$ cat config.mk
export PLATFORM = sky130hd
export DESIGN_NAME = arc4_encrypt
export DESIGN_NICKNAME = d
export VERILOG_FILES = /design/src/rtl/arc4_pkg.sv /design/src/rtl/arc4_encrypt_s_mem.sv /design/src/rtl/arc4_encrypt.sv
export SDC_FILE = /design/constraint.sdc
export NUM_CORES = 2
export LEC_CHECK = 0
export CELL_PAD_IN_SITES_DETAIL_PLACEMENT = 0
export CELL_PAD_IN_SITES_GLOBAL_PLACEMENT = 1
export CORE_MARGIN = 1.5
export CORE_UTILIZATION = 53
export DETAILED_ROUTE_END_ITERATION = 6
export PLACE_DENSITY = 0.88
export SLEW_MARGIN = 25
export SYNTH_ARGS = -nofsm -noshare
export SYNTH_HDL_FRONTEND = slang
export SYNTH_SLANG_ARGS = --single-unit
$ cat constraint.sdc
create_clock -name clk -period 5.75 [get_ports clk]
set_input_delay 1.15 -clock clk [delete_from_list [all_inputs] [get_ports clk]]
set_output_delay 1.15 -clock clk [all_outputs]
set_load 0.03 [all_outputs]
$ cat src/rtl/arc4_pkg.sv
// Shared ARC4 definitions: FSM state type, S-box size and default key length.
package arc4_pkg;

    localparam int S_SIZE         = 256;
    localparam int DEFAULT_KEYLEN = 3;

    typedef enum logic [2:0] {
        ST_IDLE = 3'd0,
        ST_INIT = 3'd1,
        ST_KSA  = 3'd2,
        ST_LEN  = 3'd3,
        ST_PRGA = 3'd4,
        ST_DONE = 3'd5
    } arc4_state_e;

endpackage

$ cat src/rtl/arc4_encrypt_s_mem.sv
// s_mem: 256x8 single-port S-box storage, synchronous read with 1-cycle latency.
// A read in the same cycle as a write to the same address returns the old data.
module s_mem
    import arc4_pkg::*;
(
    input  logic       clk,
    input  logic [7:0] addr_i,
    input  logic [7:0] wrdata_i,
    input  logic       wren_i,
    output logic [7:0] rddata_o
);

    logic [7:0] mem_q [S_SIZE];

    // Write port plus registered read of the addressed entry.
    always_ff @(posedge clk) begin
        if (wren_i) begin
            mem_q[addr_i] <= wrdata_i;
        end
        rddata_o <= mem_q[addr_i];
    end

endmodule

$ cat src/rtl/arc4_encrypt.sv
// arc4_encrypt: ARC4 encryption of a length-prefixed message (pt[0] = L, payload pt[1..L]).
// Sequence IDLE -> INIT -> KSA -> LEN -> PRGA -> DONE; KSA and PRGA walk internal phases
// (ph_q) because S is a single-port synchronous RAM.
// Optional build macro ARC4_CYCLE_COUNT_EN enables the saturating operation cycle counter.
//
// Handshake: en is a start request sampled only while rdy=1; the accepting clock edge
// latches key, rdy drops on the next cycle and en is ignored until rdy returns.
module arc4_encrypt
    import arc4_pkg::*;
#(
    parameter int KEYLEN = DEFAULT_KEYLEN
) (
    input  logic                  clk,
    input  logic                  rst_n,
    input  logic                  en,
    output logic                  rdy,
    input  logic [8*KEYLEN-1:0]   key,
    output logic [7:0]            pt_addr,
    input  logic [7:0]            pt_rddata,
    output logic [7:0]            ct_addr,
    output logic [7:0]            ct_wrdata,
    output logic                  ct_wren,
    output logic [15:0]           cycles,
    output arc4_state_e           dbg_state_o
);

    localparam int KW = 8 * KEYLEN;

    arc4_state_e state_q, state_d;
    logic [2:0]  ph_q, ph_d;
    logic [7:0]  i_q, i_d, j_q, j_d, si_q, si_d, sj_q, sj_d;
    logic [7:0]  k_q, k_d, len_q, len_d;
    logic [KW-1:0] key_q, key_d, key_rot;
    logic [7:0]  pt_addr_q, pt_addr_d, ct_addr_q, ct_addr_d, ct_wrdata_q, ct_wrdata_d;
    logic        ct_wren_q, ct_wren_d;
    logic [7:0]  j_new;
    logic [7:0]  s_addr, s_wrdata, s_rddata;
    logic        s_wren;

    s_mem u_s_mem (
        .clk      (clk),
        .addr_i   (s_addr),
        .wrdata_i (s_wrdata),
        .wren_i   (s_wren),
        .rddata_o (s_rddata)
    );

    // Key bytes rotate left once per KSA step so the top byte is always key[i mod KEYLEN].
    assign key_rot = (key_q << 8) | (key_q >> (KW - 8));

    // New j: KSA adds the current key byte, PRGA does not.
    always_comb begin
        j_new = j_q + s_rddata;
        if (state_q == ST_KSA) begin
            j_new = j_new + key_q[KW-1 -: 8];
        end
    end

    // State register.
    always_ff @(posedge clk or negedge rst_n) begin
        if (!rst_n) begin
            state_q <= ST_IDLE;
        end else begin
            state_q <= state_d;
        end
    end

    // Next-state logic.
    always_comb begin
        state_d = state_q;
        case (state_q)
            ST_IDLE: if (en) state_d = ST_INIT;
            ST_INIT: if (i_q == 8'hFF) state_d = ST_KSA;
            ST_KSA:  if (ph_q == 3'd3 && i_q == 8'hFF) state_d = ST_LEN;
            ST_LEN:  if (ph_q == 3'd1) state_d = (pt_rddata == 8'd0) ? ST_DONE : ST_PRGA;
            ST_PRGA: if (ph_q == 3'd5 && k_q == len_q) state_d = ST_DONE;
            ST_DONE: state_d = ST_IDLE;
            default: state_d = ST_IDLE;
        endcase
    end

    // FSM outputs: ready flag and S memory port control.
    always_comb begin
        rdy      = (state_q == ST_IDLE);
        s_addr   = i_q;
        s_wren   = 1'b0;
        s_wrdata = s_rddata;
        case (state_q)
            ST_INIT: begin
                s_wren   = 1'b1;
                s_wrdata = i_q;
            end
            ST_KSA, ST_PRGA: begin
                case (ph_q)
                    3'd0: s_addr = (state_q == ST_PRGA) ? i_q + 8'd1 : i_q;
                    3'd1: s_addr = j_new;
                    3'd2: s_wren = 1'b1;
                    3'd3: begin
                        s_addr   = j_q;
                        s_wren   = 1'b1;
                        s_wrdata = si_q;
                    end
                    default: s_addr = si_q + sj_q;
                endcase
            end
            default: ;
        endcase
    end

    // Datapath next values: indices, swap temporaries, addresses and ct write.
    always_comb begin
        ph_d        = ph_q;
        i_d         = i_q;
        j_d         = j_q;
        si_d        = si_q;
        sj_d        = sj_q;
        k_d         = k_q;
        len_d       = len_q;
        key_d       = key_q;
        pt_addr_d   = pt_addr_q;
        ct_addr_d   = ct_addr_q;
        ct_wrdata_d = ct_wrdata_q;
        ct_wren_d   = 1'b0;
        case (state_q)
            ST_IDLE: begin
                if (en) begin
                    key_d = key;
                    i_d   = 8'd0;
                    j_d   = 8'd0;
                    ph_d  = 3'd0;
                end
            end
            ST_INIT: begin
                i_d  = i_q + 8'd1;
                ph_d = 3'd0;
            end
            ST_KSA: begin
                case (ph_q)
                    3'd0: ph_d = 3'd1;
                    3'd1: begin
                        si_d = s_rddata;
                        j_d  = j_new;
                        ph_d = 3'd2;
                    end
                    3'd2: ph_d = 3'd3;
                    default: begin
                        i_d   = i_q + 8'd1;
                        key_d = key_rot;
                        ph_d  = 3'd0;
                        if (i_q == 8'hFF) begin
                            j_d       = 8'd0;
                            pt_addr_d = 8'd0;
                        end
                    end
                endcase
            end
            ST_LEN: begin
                if (ph_q == 3'd0) begin
                    ph_d = 3'd1;
                end else begin
                    len_d       = pt_rddata;
                    k_d         = 8'd1;
                    ct_addr_d   = 8'd0;
                    ct_wrdata_d = pt_rddata;
                    ct_wren_d   = 1'b1;
                    ph_d        = 3'd0;
                end
            end
            ST_PRGA: begin
                case (ph_q)
                    3'd0: begin
                        i_d       = i_q + 8'd1;
                        pt_addr_d = k_q;
                        ph_d      = 3'd1;
                    end
                    3'd1: begin
                        si_d = s_rddata;
                        j_d  = j_new;
                        ph_d = 3'd2;
                    end
                    3'd2: begin
                        sj_d = s_rddata;
                        ph_d = 3'd3;
                    end
                    3'd3: ph_d = 3'd4;
                    3'd4: ph_d = 3'd5;
                    default: begin
                        ct_addr_d   = k_q;
                        ct_wrdata_d = pt_rddata ^ s_rddata;
                        ct_wren_d   = 1'b1;
                        k_d         = k_q + 8'd1;
                        ph_d        = 3'd0;
                    end
                endcase
            end
            default: ;
        endcase
    end

    // Datapath registers.
    always_ff @(posedge clk or negedge rst_n) begin
        if (!rst_n) begin
            ph_q        <= 3'd0;
            i_q         <= 8'd0;
            j_q         <= 8'd0;
            si_q        <= 8'd0;
            sj_q        <= 8'd0;
            k_q         <= 8'd0;
            len_q       <= 8'd0;
            key_q       <= '0;
            pt_addr_q   <= 8'd0;
            ct_addr_q   <= 8'd0;
            ct_wrdata_q <= 8'd0;
            ct_wren_q   <= 1'b0;
        end else begin
            ph_q        <= ph_d;
            i_q         <= i_d;
            j_q         <= j_d;
            si_q        <= si_d;
            sj_q        <= sj_d;
            k_q         <= k_d;
            len_q       <= len_d;
            key_q       <= key_d;
            pt_addr_q   <= pt_addr_d;
            ct_addr_q   <= ct_addr_d;
            ct_wrdata_q <= ct_wrdata_d;
            ct_wren_q   <= ct_wren_d;
        end
    end

    assign pt_addr     = pt_addr_q;
    assign ct_addr     = ct_addr_q;
    assign ct_wrdata   = ct_wrdata_q;
    assign ct_wren     = ct_wren_q;
    assign dbg_state_o = state_q;

`ifdef ARC4_CYCLE_COUNT_EN
    logic [15:0] cyc_q, cyc_d;

    // Count from the accept edge through DONE, saturating; hold until the next accept.
    always_comb begin
        cyc_d = cyc_q;
        if (state_q == ST_IDLE) begin
            if (en) cyc_d = 16'd1;
        end else if (cyc_q != 16'hFFFF) begin
            cyc_d = cyc_q + 16'd1;
        end
    end

    // Cycle counter register.
    always_ff @(posedge clk or negedge rst_n) begin
        if (!rst_n) begin
            cyc_q <= 16'd0;
        end else begin
            cyc_q <= cyc_d;
        end
    end

    assign cycles = cyc_q;
`else
    assign cycles = 16'd0;
`endif

endmodule

* After elaboration in Yosys (flattened, before gate mapping) *
Memories as Yosys holds them, arrays and structs flattened. A register that Yosys moved wholly into a read port is not among the register bits.
Index checks and enable logic that the tools add are counted.

operators by class
  $add $sub $neg = 5
  $mul = 0
  divide/modulo/power cells = 0
  order comparisons = 0
  equal/unequal tests = 24
  shift-type cells = 0
  mux-type cells = 48
  bitwise gates (word level) = 3
  reductions and logical operators = 26

operators by type and width
  kind                   count
  $mux W8                17
  $pmux W8 S2            6
  $pmux W8 S4            2
  $mux W24               2
  $pmux W24 S2           1
  $pmux W3 S5            3
  $add A8 B8 Y8          3
  $or A24 B8 Y24         1
  $pmux W8 S3            1
  $mux W3                6
  $ne A2 B2 Y1 const B   9
  $add A8 B1 Y8 const B  2
  $eq A3 B2 Y1 const B   4
  $reduce_and A5 Y1      2
  $eq A3 B3 Y1 const B   3
  $eq A8 B8 Y1           1
  $eq A8 B8 Y1 const B   1
  $logic_not A8 Y1       1
  $reduce_and A2 Y1      4
  $reduce_and A4 Y1      2
  $xor A8 B8 Y8          1
  $mux W1                7
  $eq A3 B1 Y1 const B   2
  $logic_not A3 Y1       2
  other kinds (14)       23

word-level totals
  bits in registers = 103
  latch bits = 0
  RAM bits = 2048
  bits in read-only memories = 0
  input bits = 35
  output and inout bits = 45
  word-level logic and storage cells = 120
  memories kept = 1

memory list
  name           depth  width  read ports  clocked after Yosys merged registers in  wr ports  RTL line                  text
  u_s_mem.mem_q  256    8      1           1                                        1         arc4_encrypt_s_mem.sv:13  logic [7:0] mem_q [S_SIZE];

* Logic depth before layout (Yosys ltp) *
  depth in word-level cells = 6
  mapped depth = 20

* Cells and area by module *
Synthesis repeated with hierarchy kept, for this count alone.

second synthesis, totals
  cell total of the unflattened synthesis = 4252
  area, all modules = 84944.0 µm²

modules (own cells, without submodules)
  module        times used  cells each  area an instance (µm²)  seq. area each (µm²)
  s_mem         1           3547        78492.8                 61659.1
  arc4_encrypt  1           705         6451.2                  2577.5

* Worst setup path after synthesis *
Ideal clock, no wire load.

  path kind = reg2reg
  start point = register state_q[2] (netlist: dbg_state_o[2])
  end point = memory u_s_mem.mem_q[0][7] (data pin)
  setup time = 0.770 ns
  arrival time = 4.712 ns
  path slack = 0.267 ns
  cell stages (with the launch flop) = 8
  period minus slack after synthesis = 5.483 ns
  path through = dfrtp_1 -> buf_4 -> xnor2_1 -> or2_1 -> buf_2 -> nor3_1 -> a222oi_1 -> inv_1

between the ends
  cells in the longest elaborated chain, start to end = 3

RTL lines
  element                                       RTL line                  text
  start, declared                               arc4_encrypt.sv:29        arc4_state_e state_q, state_d;
  start signal, assigned                        arc4_encrypt.sv:64        state_q <= state_d;
  $eq A3 B2 Y1 or $eq A3 B3 Y1 (tied branches)  arc4_encrypt.sv:88        case (state_q)
  $reduce_or A2 Y1 (no source line)             -
  $pmux W8 S2 (*)                               arc4_encrypt.sv:88
  named net s_wrdata[7]                         arc4_encrypt.sv:37        logic [7:0] s_addr, s_wrdata, s_rddata;
  end, declared                                 arc4_encrypt_s_mem.sv:13

The timed path passes the listed nets; every way through them passes the cells marked *.

* Final worst setup path *
  start point = register u_s_mem.rddata_o[0] (read register of u_s_mem.mem_q)
  end point = register u_s_mem.rddata_o[4] (read register of u_s_mem.mem_q)

between the ends
  cells in the longest elaborated chain, start to end = 5

RTL lines
  element            RTL line                  text
  start, declared    arc4_encrypt_s_mem.sv:10  output logic [7:0] rddata_o
  $add A8 B8 Y8 (*)  arc4_encrypt.sv:53        j_new = j_q + s_rddata;
  $add A8 B8 Y8      arc4_encrypt.sv:55        j_new = j_new + key_q[KW-1 -: 8];
  $mux W8 (*)        arc4_encrypt.sv:54        if (state_q == ST_KSA) begin
  $pmux W8 S4 (*)    arc4_encrypt.sv:94        case (ph_q)
  $mux W8 (*)        arc4_encrypt.sv:88

Mark *: on every way between the ends. The rest lies on a longest branch, timed or not.
A chain may end at the register's enable or synchronous reset.

==> metrics.md <==
| Metric | Value |
|---|---|
| Most frequent cells in the layout | `sky130_fd_sc_hd__edfxtp_1, sky130_fd_sc_hd__nand2_1, sky130_fd_sc_hd__a21oi_1` |
| Headroom to the max-slew limit | `25.5%` |
| Critical path arrival | `6.40 ns` |
| Number of buffers created by CTS | `205` |
| Placement Cell Area | `92900 um^2` |
| Aggregate routed wire length | `233 mm` |
| Post-route DRC | `0` |
| 1st-iter DRT viols | `8269` |
| Peak ir drop on the vdd network | `403 uV` |
| Outcome | `completed` |
| Leading post-synthesis cells by cell area | `sky130_fd_sc_hd__edfxtp_1, sky130_fd_sc_hd__mux2i_1, sky130_fd_sc_hd__nand2_1` |
| Setup tns final | `0 ns` |
| Setup Viol. Count Final | `0` |
| Master of the slowest instance on the critical path | `sky130_fd_sc_hd__a221oi_1` |
| GRT Residual Overflow | `0` |
| Root Buffer Master | `sky130_fd_sc_hd__clkbuf_16` |
| Clock tree from TritonCTS | `built` |
| Dominant synthesized flop cell | `sky130_fd_sc_hd__edfxtp_1` |
| Cell-by-cell listing of the critical path | `ha_1 -> fa_1 -> inv_1 -> fa_1 -> nand4bb_1 -> o211ai_1 -> a221o_1 -> nand2_8 -> buf_12 -> buf_12 -> buf_4 -> nand2_1 -> a221oi_1 -> nor4_1 -> buf_4 -> o22ai_1 -> nor3_2 -> nor4_1` |
| Routed wire length per instance | `26.7 um` |
| Number of antenna violations at the first check in global routing | `7` |
| Critical path capture point type | `register` |
| Final slew viol count | `0` |
| Design Area, Final | `99600 um^2` |
| Count of input and output buffers | `63` |
| Ys async rst share | `4.77%` |
| Die area | `167000 um^2` |
| Placer Congestion | `0.881` |
| Count of state elements after synthesis | `2159` |
| Post-synthesis to final-layout area growth | `14.0%` |
| Y dimension of the die | `409 um` |
| YS warnings | `0` |
| Worst reg2reg path endpoint | `u_s_mem.rddata_o[4]` |
| Worst R2R Start | `u_s_mem.rddata_o[0]` |
| CTS Hold Buffers Added | `0` |
| Final period util | `99.2%` |
| Tot Pwr | `48.1 mW` |
| Cells after synthesis | `6064` |
| Measured slew at the worst slew-check pin | `1.12 ns` |
| Worst-Skew Late Latency | `0.87 ns` |
| Total power per unit cell area | `483 nW/um^2` |
| Largest buffer count on any clock path | `3` |
| Total standard cell area after synthesis | `87400 um^2` |
| R2R cell count | `18` |
| Fraction of final layout cells with drive strength greater than 1 | `13.9%` |
| Crit Path Class | `reg2reg` |
| Core Region | `163000 um^2` |
| Number of nets in the finished design | `6442` |
| Number of enable flip-flop cells after synthesis | `2048` |
| Starting density of the core | `53.5%` |
| Maximum number of pins on one net before global-route repair | `159` |
| Setup slack on the worst flop-to-flop path | `0.05 ns` |
| Largest fanout on the critical path | `35` |
| Number of placement rows | `148` |
| Area share of the leading cell type in the synthesized netlist | `70.4%` |
| Unrepaired setup endpoints after global routing | `true` |
| Final critical-path required period | `5.70 ns` |
| CTS H-tree depth | `4` |
| Mapped Avg Cell Area | `14.4 um^2` |
| Top-Level Pins | `80` |
| Top achievable clock speed | `175 MHz` |
| Post-DP HPWL | `140 mm` |
| DIE WIDTH | `409 um` |
| Launching element of the worst setup path | `u_s_mem.rddata_o[0]` |
| Register clock-pin slew on the reported worst setup and hold paths | `0.06 ns` |
| Sinks on the clock net | `2159` |
| Number of vias per cell | `6.37` |
| Vias in the first global route | `53095` |
| Most frequent standard cell in the layout excluding fill and tap cells | `sky130_fd_sc_hd__edfxtp_1` |
| Largest incremental delay on the critical path | `0.59 ns` |
| Pre-antenna DRT Iters | `6` |
| Worst min path class | `in2async` |
| Wire length of the first global-routing pass | `343 mm` |
| GR Util All Layers | `27.4%` |
| Kind of start point of the critical path | `register` |
| Lkg Pwr | `34.5 nW` |
| Vias | `55600` |
| Area leader, netlist | `sky130_fd_sc_hd__edfxtp_1` |
| Worst clock skew | `0.0459 ns` |
| Number of distinct library cells after synthesis | `77` |
| Number of endpoints with negative hold slack in the final report | `0` |
| Required time at the endpoint of the critical path | `6.45 ns` |
| Fraction of the yosys area taken by sequential cells | `73.5%` |
| Final ANT Viol Nets | `0` |
| Number of max-cap violations | `0` |
## stage by stage
step / util (%) / hold WS, ns / instances / worst slack, ns
after detailed placement: 57.0 / 0.458 / 8349 / -0.298
after global routing: 61.0 / 0.287 / 8724 / -0.00596
after global placement: 56.9 / 0.456 / 8349 / -0.274
after floorplan: - / 0.450 / 6079 / 0.267
final: 61.1 / 0.257 / 8728 / 0.0480
after CTS: 61.0 / 0.237 / 8723 / 0.0188
## timing repair
| item | 4_1_cts | 5_1_grt |
|---|---|---|
| endpoints found under the setup margin | 3 | 5 |
| gates resized for setup | 5 | 10 |
| buffers inserted | 0 | 0 |
| pin swaps | 0 | 1 |
## worst max path at each step
stage / endpoint / slack, ns / cells past startpoint
2_1_floorplan: u_s_mem.mem_q[0][7] / 0.27 / 7
3_5_place_dp: u_s_mem.rddata_o[1] / -0.30 / 18
4_1_cts: u_s_mem.rddata_o[7] / 0.02 / 16
5_1_grt: u_s_mem.mem_q[96][0] / -0.006 / 17
3_3_place_gp: u_s_mem.rddata_o[1] / -0.27 / 18
6_report: u_s_mem.rddata_o[4] / 0.05 / 18
## metal layers
layer / global-route usage, % / wire length, um / vias up / share of wire, %
met4: 11.6 / 10300 / 4 / 4.4
li1: - / - / 23985 / -
met1: 37.5 / 87500 / 27553 / 38
met5: 0 / 27 / - / 0.012
met3: 6.08 / 26900 / 555 / 12
met2: 42.5 / 108000 / 3503 / 46
## cell type report
class | count | area (um^2)
Tap cell | 2175 | 2720
Sequential cell | 2159 | 64200
Fill cell | 11608 | 63500
Inverter | 23 | 151
Timing Repair Buffer | 569 | 5040
Multi-Input combinational cell | 3423 | 20900
Antenna cell | 5 | 12.5
Clock inverter | 108 | 1000
Clock buffer | 266 | 5570
## registers in the layout, indices dropped and copies added, names as in the netlist, 8 cells and up
name / count
u_s_mem.rddata_o: 8
ct_addr: 8
key_q: 24
si_q: 8
ct_wrdata: 8
len_q: 8
sj_q: 8
k_q: 8
u_s_mem.mem_q: 2048
i_q: 8
pt_addr: 8
j_q: 8
## synthesized netlist by cell type, types with 6 or more instances
cell type,n
sky130_fd_sc_hd__dfxtp_1,8
sky130_fd_sc_hd__a222oi_1,8
sky130_fd_sc_hd__a221oi_1,393
sky130_fd_sc_hd__or2_2,20
sky130_fd_sc_hd__nor2_1,291
sky130_fd_sc_hd__a21oi_1,542
sky130_fd_sc_hd__nand2b_1,9
sky130_fd_sc_hd__mux2i_1,427
sky130_fd_sc_hd__dfrtp_1,103
sky130_fd_sc_hd__inv_1,23
sky130_fd_sc_hd__a32oi_1,31
sky130_fd_sc_hd__o21ai_0,60
sky130_fd_sc_hd__o22ai_1,64
sky130_fd_sc_hd__nand2_1,941
sky130_fd_sc_hd__or3_1,6
sky130_fd_sc_hd__buf_2,247
sky130_fd_sc_hd__a22o_1,11
sky130_fd_sc_hd__mux2_2,30
sky130_fd_sc_hd__a211oi_1,23
sky130_fd_sc_hd__buf_1,15
sky130_fd_sc_hd__nor3_1,25
sky130_fd_sc_hd__xnor2_1,17
sky130_fd_sc_hd__buf_4,67
sky130_fd_sc_hd__and3_1,13
sky130_fd_sc_hd__nor2b_1,6
sky130_fd_sc_hd__edfxtp_1,2048
sky130_fd_sc_hd__nor4_1,133
sky130_fd_sc_hd__xor2_1,21
sky130_fd_sc_hd__ha_1,23
sky130_fd_sc_hd__nand3_1,207
sky130_fd_sc_hd__nor3b_1,7
sky130_fd_sc_hd__clkbuf_1,132
sky130_fd_sc_hd__a21o_1,8
sky130_fd_sc_hd__buf_6,11
## worst max-delay path, delay by kind of cell, from the launching register on
| family | cells | cell delay (ns) |
|---|---|---|
| AO/OA/AOI/OAI | 4 | 1.52 |
| AND/OR/NAND/NOR | 6 | 1.23 |
| flip-flops | 1 | 0.51 |
| adder cells (fa/ha/maj) | 3 | 1.15 |
| buffers and inverters | 5 | 1.04 |
## power by group
group	switching [mW]	total, mW	internal (mW)
combinational	10.9	15.6	4.72
sequential	0.241	19.2	19.0
clock	5.79	13.3	7.49
total	16.9	48.1	31.2
## kinds of logic (layout without fill, tap and decap cells)
logic type                 after synthesis  after routing  synth area share (%)
DFF                                   2159           2159                  73.5
and+or+nand+nor                       1687           1687                  8.32
AOI/OAI and AO/OA                     1198           1198                  9.19
buffers and inverters                  497            966                  2.87
muxes                                  458            458                  5.29
xor gates and xnor gates                38             38                 0.381
adders and majority gates               26             26                 0.398
other                                    1             21               0.00429
Note: power is estimated with default switching activity, not from simulation.
